**config.mk**
```make
export PLATFORM = sky130hd
export DESIGN_NAME = segment_chaser_pwm
export DESIGN_NICKNAME = d
export VERILOG_FILES = /design/src/rtl/segment_chaser_pwm.sv
export SDC_FILE = /design/constraint.sdc
export NUM_CORES = 1
export LEC_CHECK = 0
export CAP_MARGIN = 40
export CORE_ASPECT_RATIO = 1.4
export CORE_MARGIN = 2
export CORE_UTILIZATION = 37
export DETAILED_ROUTE_END_ITERATION = 12
export DONT_BUFFER_PORTS = 1
export GPL_TIMING_DRIVEN = 0
export PLACE_DENSITY_LB_ADDON = 0.3
export SLEW_MARGIN = 20
export SYNTH_ARGS = -nofsm -noshare
export SYNTH_HDL_FRONTEND = slang
export SYNTH_SLANG_ARGS = --single-unit
```
**constraint.sdc**
```tcl
create_clock -name i_clk -period 2.7 [get_ports i_clk]
set_input_delay 0.405 -clock i_clk [delete_from_list [all_inputs] [get_ports i_clk]]
set_output_delay 0.405 -clock i_clk [all_outputs]
set_load 0.01 [all_outputs]
```
**src/rtl/segment_chaser_pwm.sv**
```systemverilog
// ---------------------------------------------------------------------------
// segment_chaser_pwm
//
// N-channel LED chaser. A lit position moves along the channels and leaves a
// fading trail. Each channel has its own PWM brightness. The outputs drive
// seven-segment or bar LED arrays directly.
//
// Ports:
//   i_clk          system clock, rising edge
//   i_reset_n      synchronous reset, active low
//   i_speed[2:0]   step period select: (speed+1) * 2^(STEP_DIV_WIDTH-3) clocks
//   i_dir          chase/fill direction, 1 = up (pos+1), 0 = down
//   i_mode[1:0]    00 chase, 01 bounce, 10 fill, 11 hold
//   i_fade_en      1 = fade ticks halve brightness in chase/bounce
//   o_led_out      PWM'd channel drive; inverted when ACTIVE_LOW_OUT = 1
//   o_pos          current lit position
//   o_step_pulse   one-cycle pulse, aligned with each position update
// ---------------------------------------------------------------------------
module segment_chaser_pwm #(
    parameter int NUM_CH         = 8,
    parameter int PWM_BITS       = 5,
    parameter int STEP_DIV_WIDTH = 22,
    parameter int FADE_DIV_WIDTH = 20,
    parameter int ACTIVE_LOW_OUT = 1
) (
    input  logic                      i_clk,
    input  logic                      i_reset_n,
    input  logic [2:0]                i_speed,
    input  logic                      i_dir,
    input  logic [1:0]                i_mode,
    input  logic                      i_fade_en,
    output logic [NUM_CH-1:0]         o_led_out,
    output logic [$clog2(NUM_CH)-1:0] o_pos,
    output logic                      o_step_pulse
);

    localparam int POS_W      = $clog2(NUM_CH);
    localparam int STEP_SHIFT = STEP_DIV_WIDTH - 3;

    localparam logic [PWM_BITS-1:0] BRIGHT_MAX = {PWM_BITS{1'b1}};
    localparam logic [POS_W-1:0]    POS_LAST   = POS_W'(NUM_CH - 1);
    localparam logic [POS_W-1:0]    POS_FIRST  = '0;
    localparam logic                OUT_INV    = (ACTIVE_LOW_OUT != 0);

    typedef enum logic [1:0] {
        MODE_CHASE  = 2'b00,
        MODE_BOUNCE = 2'b01,
        MODE_FILL   = 2'b10,
        MODE_HOLD   = 2'b11
    } mode_e;

    // Registered copies of the control inputs
    logic [2:0]  r_speed;
    logic        r_dir;
    mode_e       r_mode;
    logic        r_fadeEn;

    // Dividers and PWM timebase
    logic [STEP_DIV_WIDTH-1:0] r_stepCnt;
    logic [FADE_DIV_WIDTH-1:0] r_fadeCnt;
    logic [PWM_BITS-1:0]       r_pwmCnt;

    // Chaser state
    logic [POS_W-1:0]    r_pos;
    logic                r_bdir;
    logic                r_stepPulse;
    logic [PWM_BITS-1:0] r_bright [NUM_CH];
    logic [NUM_CH-1:0]   r_ledOut;

    // Combinational helpers
    logic [STEP_DIV_WIDTH:0] w_periodLen;
    logic [STEP_DIV_WIDTH:0] w_stepLimit;
    logic                    w_stepTick;
    logic                    w_fadeTick;
    logic                    w_advance;
    logic                    w_fadeApply;
    logic [POS_W-1:0]        w_nextPos;
    logic                    w_nextBdir;
    logic                    w_wrap;
    logic [PWM_BITS-1:0]     w_brightNext [NUM_CH];
    logic [NUM_CH-1:0]       w_ledOn;

    // The step limit comes from the registered speed every cycle. A tick
    // fires as soon as the count reaches or passes the limit. So lowering the
    // speed mid-period, with the count already beyond the new limit, fires a
    // tick right away instead of waiting for the counter to wrap.
    always_comb begin
        w_periodLen = (STEP_DIV_WIDTH + 1)'({1'b0, r_speed} + 4'd1) << STEP_SHIFT;
        w_stepLimit = w_periodLen - (STEP_DIV_WIDTH + 1)'(1);
        w_stepTick  = ({1'b0, r_stepCnt} >= w_stepLimit);
        w_fadeTick  = (r_fadeCnt == '0);
        w_advance   = w_stepTick && (r_mode != MODE_HOLD);
        w_fadeApply = w_fadeTick && r_fadeEn &&
                      ((r_mode == MODE_CHASE) || (r_mode == MODE_BOUNCE));
    end

    // Next position for the coming step tick. Chase and fill wrap around
    // the ends, and a wrap in fill also restarts the bar. Bounce reflects off
    // each end, so the position after an end is its neighbour.
    always_comb begin
        w_nextPos  = r_pos;
        w_nextBdir = r_bdir;
        w_wrap     = 1'b0;
        case (r_mode)
            MODE_CHASE, MODE_FILL: begin
                if (r_dir) begin
                    if (r_pos == POS_LAST) begin
                        w_nextPos = POS_FIRST;
                        w_wrap    = 1'b1;
                    end else begin
                        w_nextPos = r_pos + POS_W'(1);
                    end
                end else begin
                    if (r_pos == POS_FIRST) begin
                        w_nextPos = POS_LAST;
                        w_wrap    = 1'b1;
                    end else begin
                        w_nextPos = r_pos - POS_W'(1);
                    end
                end
            end
            MODE_BOUNCE: begin
                if (r_bdir) begin
                    if (r_pos == POS_LAST) begin
                        w_nextBdir = 1'b0;
                        w_nextPos  = POS_LAST - POS_W'(1);
                    end else begin
                        w_nextPos = r_pos + POS_W'(1);
                    end
                end else begin
                    if (r_pos == POS_FIRST) begin
                        w_nextBdir = 1'b1;
                        w_nextPos  = POS_FIRST + POS_W'(1);
                    end else begin
                        w_nextPos = r_pos - POS_W'(1);
                    end
                end
            end
            default: begin
                w_nextPos = r_pos;
            end
        endcase
    end

    // Brightness update, lowest to highest priority: fade halves everything,
    // a fill wrap clears the bar, and the newly lit channel is forced to full.
    // This order lets the set win when a fade tick and a step tick land on
    // the same cycle.
    always_comb begin
        for (int i = 0; i < NUM_CH; i++) begin
            w_brightNext[i] = r_bright[i];
            if (w_fadeApply) begin
                w_brightNext[i] = r_bright[i] >> 1;
            end
            if (w_advance && (r_mode == MODE_FILL) && w_wrap) begin
                w_brightNext[i] = '0;
            end
            if (w_advance && (POS_W'(i) == w_nextPos)) begin
                w_brightNext[i] = BRIGHT_MAX;
            end
        end
    end

    // PWM compare. Maximum brightness is on for all but one count of the
    // period, and zero brightness is never on.
    always_comb begin
        for (int i = 0; i < NUM_CH; i++) begin
            w_ledOn[i] = (r_bright[i] > r_pwmCnt);
        end
    end

    // All state lives here. Outside bounce, the bounce direction is held at
    // "up". That way, entering bounce from any other mode starts upward,
    // even when the first step lands in the same cycle as the mode change.
    always_ff @(posedge i_clk) begin
        if (!i_reset_n) begin
            r_speed     <= '0;
            r_dir       <= 1'b0;
            r_mode      <= MODE_CHASE;
            r_fadeEn    <= 1'b0;
            r_stepCnt   <= '0;
            r_fadeCnt   <= '0;
            r_pwmCnt    <= '0;
            r_pos       <= '0;
            r_bdir      <= 1'b1;
            r_stepPulse <= 1'b0;
            r_ledOut    <= {NUM_CH{OUT_INV}};
            for (int i = 0; i < NUM_CH; i++) begin
                r_bright[i] <= '0;
            end
        end else begin
            r_speed  <= i_speed;
            r_dir    <= i_dir;
            r_mode   <= mode_e'(i_mode);
            r_fadeEn <= i_fade_en;

            if (w_stepTick) begin
                r_stepCnt <= '0;
            end else begin
                r_stepCnt <= r_stepCnt + STEP_DIV_WIDTH'(1);
            end
            r_fadeCnt <= r_fadeCnt + FADE_DIV_WIDTH'(1);
            r_pwmCnt  <= r_pwmCnt + PWM_BITS'(1);

            r_stepPulse <= w_advance;
            if (w_advance) begin
                r_pos <= w_nextPos;
            end

            if (r_mode != MODE_BOUNCE) begin
                r_bdir <= 1'b1;
            end else if (w_advance) begin
                r_bdir <= w_nextBdir;
            end

            for (int i = 0; i < NUM_CH; i++) begin
                r_bright[i] <= w_brightNext[i];
            end
            r_ledOut <= w_ledOn ^ {NUM_CH{OUT_INV}};
        end
    end

    assign o_led_out    = r_ledOut;
    assign o_pos        = r_pos;
    assign o_step_pulse = r_stepPulse;

endmodule

```
==> results by group <==
Critical path
  – Critical Path End Type: flip-flop
  – Critical path arrival: about 2900 ps
  – Worst setup path class: reg2reg
  – Largest fanout on the critical path: 5
  – Worst Path Required: 3000 ps
  – CP startpoint kind: flip-flop

STA
  – Setup ws final: ~89 ps
  – Clock skew: around 10 ps
  – Hold slack: approximately 180 ps
  – Final setup fails: 0
  – Min Tclk post-route: about 2600 ps
  – Period Utilization, post-route: a little over nine tenths
  – Setup tns final: 0 ps
  – Fmax: between 0.3 and 0.4 GHz
  – Max-slew violation count: 0
  – RSZ-0062 raised after global routing: no
  – Worst rel slew slack: between 50% and 60%
  – Hold Vio Cnt, Final: 0
  – Worst-Margin Slew: a little over 600 ps

Route
  – DRC viols: 0
  – Vias per inst: 5.66
  – Via Count: about 4,800
  – Final WL: approximately 14,000 µm
  – Iteration-0 DRC Markers: roughly 230
  – Post-DRT Antenna Nets: 0
  – First drt pass iteration count: 5
  – WL/cell: 16.5 µm

Run status
  – Status: complete, no violations

Synthesis
  – Asr flop ratio synth: 0%
  – Register bit total from synthesis: between 100 and 150
  – Post-synthesis instance area: 5900 µm²
  – Number of enable flip-flop cells after synthesis: 0
  – Seq/Total Area, Yosys: a little over a third
  – Count of unique library cells instantiated by Yosys: 64
  – Ys flop type: dfxtp_1
  – Net Count, Synth: 709
  – Synth Instances: 646
  – Ys Warns: 0
  – Syn Area/Cell: 9.13 µm²

Power and ir drop
  – Lkg Pwr: about 2.5 nW
  – Pwr Density: around 500 nW/µm²
  – Worst vdd ir: between 0.3 and 0.4 mV

GRT
  – GRT Total Usage: ~17%
  – GR Overflow Total: 0
  – Largest net degree at the start of global routing: 15
  – First-pass GRT wire length: 23,500 µm
  – Vias in the first global route: 4,860
  – Initial antenna violation count: 0

Floorplanning
  – Chip Height: ~150 µm
  – IO Count: 21
  – Starting Density: between 30 and 40%
  – Die width: around 110 µm
  – Core ar.: 15,600 µm²
  – Die Area: around 17,000 µm²
  – Row cnt: 54

Clock tree
  – CTS Sinks: between 100 and 150
  – Clk slew on worst S/H paths: around 70 ps
  – CTS H-tree depth: 3
  – CTS Buffer Depth: 2
  – CTS Root Cell: clkbuf_16
  – Worst skew pair latency: between 300 and 400 ps
  – CTS Buf Count: 9
  – CTS tree: built

Place
  – GP Congestion: about 0.85
  – Placement Setup Slack: -102 ps
  – Buffers on Ports: 0
  – DP HPWL: approximately 11,000 µm

Finish
  – Nets: slightly above 700
  – N_diodes: 0
  – Share of cells above drive strength 1: approximately 6.4%
  – Area delta synth->final: 8.87%

Min path
  – Hold Path Class: in2reg

Job
  – Max cap viols: 0
==> worst max-delay path, stage by stage (launching register included) <==
cell and delay, ps:
dfxtp_2 400, inv_1 90, ha_1 220, ha_1 270, nor2b_1 130, or3_1 380, a2111o_1 490, nor4_4 260
buf_4 190, o21a_1 130
==> through the flow <==
step / utilization (%) / power [W] / cells / area, µm²
after global routing: 41.1 / 0.00327 / 856 / 6420
after floorplan: - / 0.00190 / 646 / 5900
after global placement: 39.4 / 0.00197 / 842 / 6140
final: 41.1 / 0.00314 / 856 / 6420
after CTS: 41.0 / 0.00317 / 855 / 6400
after detailed placement: 39.4 / 0.00198 / 842 / 6140
==> routing by layer <==
layer | GRT usage [%] | part of all wire [%] | vias up
met1 | 17.7 | 40 | 2312
met5 | 0 | 0 | -
met4 | 8.93 | 4.3 | 0
met3 | 3.73 | 4.5 | 51
li1 | - | - | 2364
met2 | 31.4 | 52 | 115
==> final cells by class <==
| cell class | count | area [µm²] |
|---|---|---|
| plain buffers | 29 | 130 |
| clock buffers | 13 | 250 |
| fillers | 1546 | 9190 |
| inverters | 29 | 109 |
| multi-input cells | 481 | 3530 |
| flip-flops and latches | 107 | 2150 |
| well taps | 196 | 245 |
| repair buffers | 1 | 7.51 |
==> sequential cells by signal, summed over array words and instances (netlist names) <==
| name | count |
|---|---|
| o_led_out | 8 |
| o_step_pulse | 1 |
| r_mode | 2 |
| r_bdir | 1 |
| r_fadeCnt | 20 |
| r_bright | 40 |
| o_pos | 3 |
| r_speed | 3 |
| r_fadeEn | 1 |
| r_pwmCnt | 5 |
| r_dir | 1 |
| r_stepCnt | 22 |
==> logic make-up (layout without fill, tap and decap cells) <==
| group | count (synthesis) | in the layout | share of synthesized area [%] |
|---|---|---|---|
| AND/OR/NAND/NOR | 229 | 229 | 21.8 |
| AO/OA/AOI/OAI | 145 | 145 | 18.2 |
| flip-flops | 107 | 107 | 36.3 |
| buffers and inverters | 58 | 72 | 4.05 |
| adder cells (fa/ha/maj) | 54 | 54 | 11.5 |
| XOR/XNOR | 39 | 39 | 5.79 |
| multiplexers | 14 | 14 | 2.38 |
==> path summary, 6_finish.rpt <==
kind / endpoint / cells past startpoint / start / slack (ps)
worst min-delay path: r_speed[2] / 1 / i_speed[2] / 180
worst max register to register: r_bright[1][1] / 9 / o_pos[1] / 90
worst min register to register: r_stepCnt[0] / 1 / r_stepCnt[0] / 480
worst max-delay path: r_bright[1][1] / 9 / o_pos[1] / 90
==> cells in the final DEF (no fill, tap or decap), types with 4 or more instances in the layout <==
cell       synthesis  final
a21oi_1            6      6
a22oi_1           18     18
and2_1            14     14
and3_1             9      9
buf_2              8      8
clkbuf_1          19     22
clkbuf_16          0      9
dfxtp_1          107    105
ha_1              54     54
inv_1             28     28
mux2i_1           14     14
nand2_1           30     29
nand3_1           46     46
nand4_1           12     12
nor2_1            53     53
nor2b_1           12     12
nor3_1            18     18
nor4_1             6      6
o211a_1            6      6
o21a_1            47     47
o21ai_0           28     28
o21bai_1           4      4
o221ai_1           8      8
xnor2_1           26     26
xor2_1            13     13
==> power by group <==
part	leakage [nW]	switching [W]	total (W)	internal [W]
combinational	1.51	0.000192	0.000313	0.000121
sequential	0.868	0.0000314	0.00164	0.00161
clock	0.122	0.000551	0.00119	0.000637
==> synthesized netlist by cell type (all sizes together), types with 9 or more instances <==
| library cell | number | area [µm²] |
|---|---|---|
| a22oi | 18 | 135 |
| mux2i | 14 | 140 |
| and2 | 15 | 93.8 |
| and3 | 9 | 56.3 |
| xnor2 | 26 | 228 |
| dfxtp | 107 | 2140 |
| nor2b | 12 | 75.1 |
| xor2 | 13 | 114 |
| o21ai | 30 | 150 |
| nor2 | 53 | 199 |
| ha | 54 | 676 |
| nand4 | 13 | 96.3 |
| nor4 | 10 | 105 |
| nand3 | 46 | 230 |
| nor3 | 19 | 100 |
| clkbuf | 19 | 71.3 |
| nand2 | 30 | 113 |
| buf | 10 | 58.8 |
| o21a | 47 | 353 |
| inv | 28 | 105 |
==> repair_timing <==
| item | in CTS | in global routing |
|---|---|---|
| endpoints found under the hold margin | 0 | 0 |
| pin swaps | 0 | 1 |
| hold buffers | 0 | 0 |
| gates cloned | 0 | 0 |
| setup buffers | 0 | 1 |
| endpoints found under the setup margin | 12 | 32 |
| resized for setup | 2 | 4 |
(Power assumes the default switching activity.)
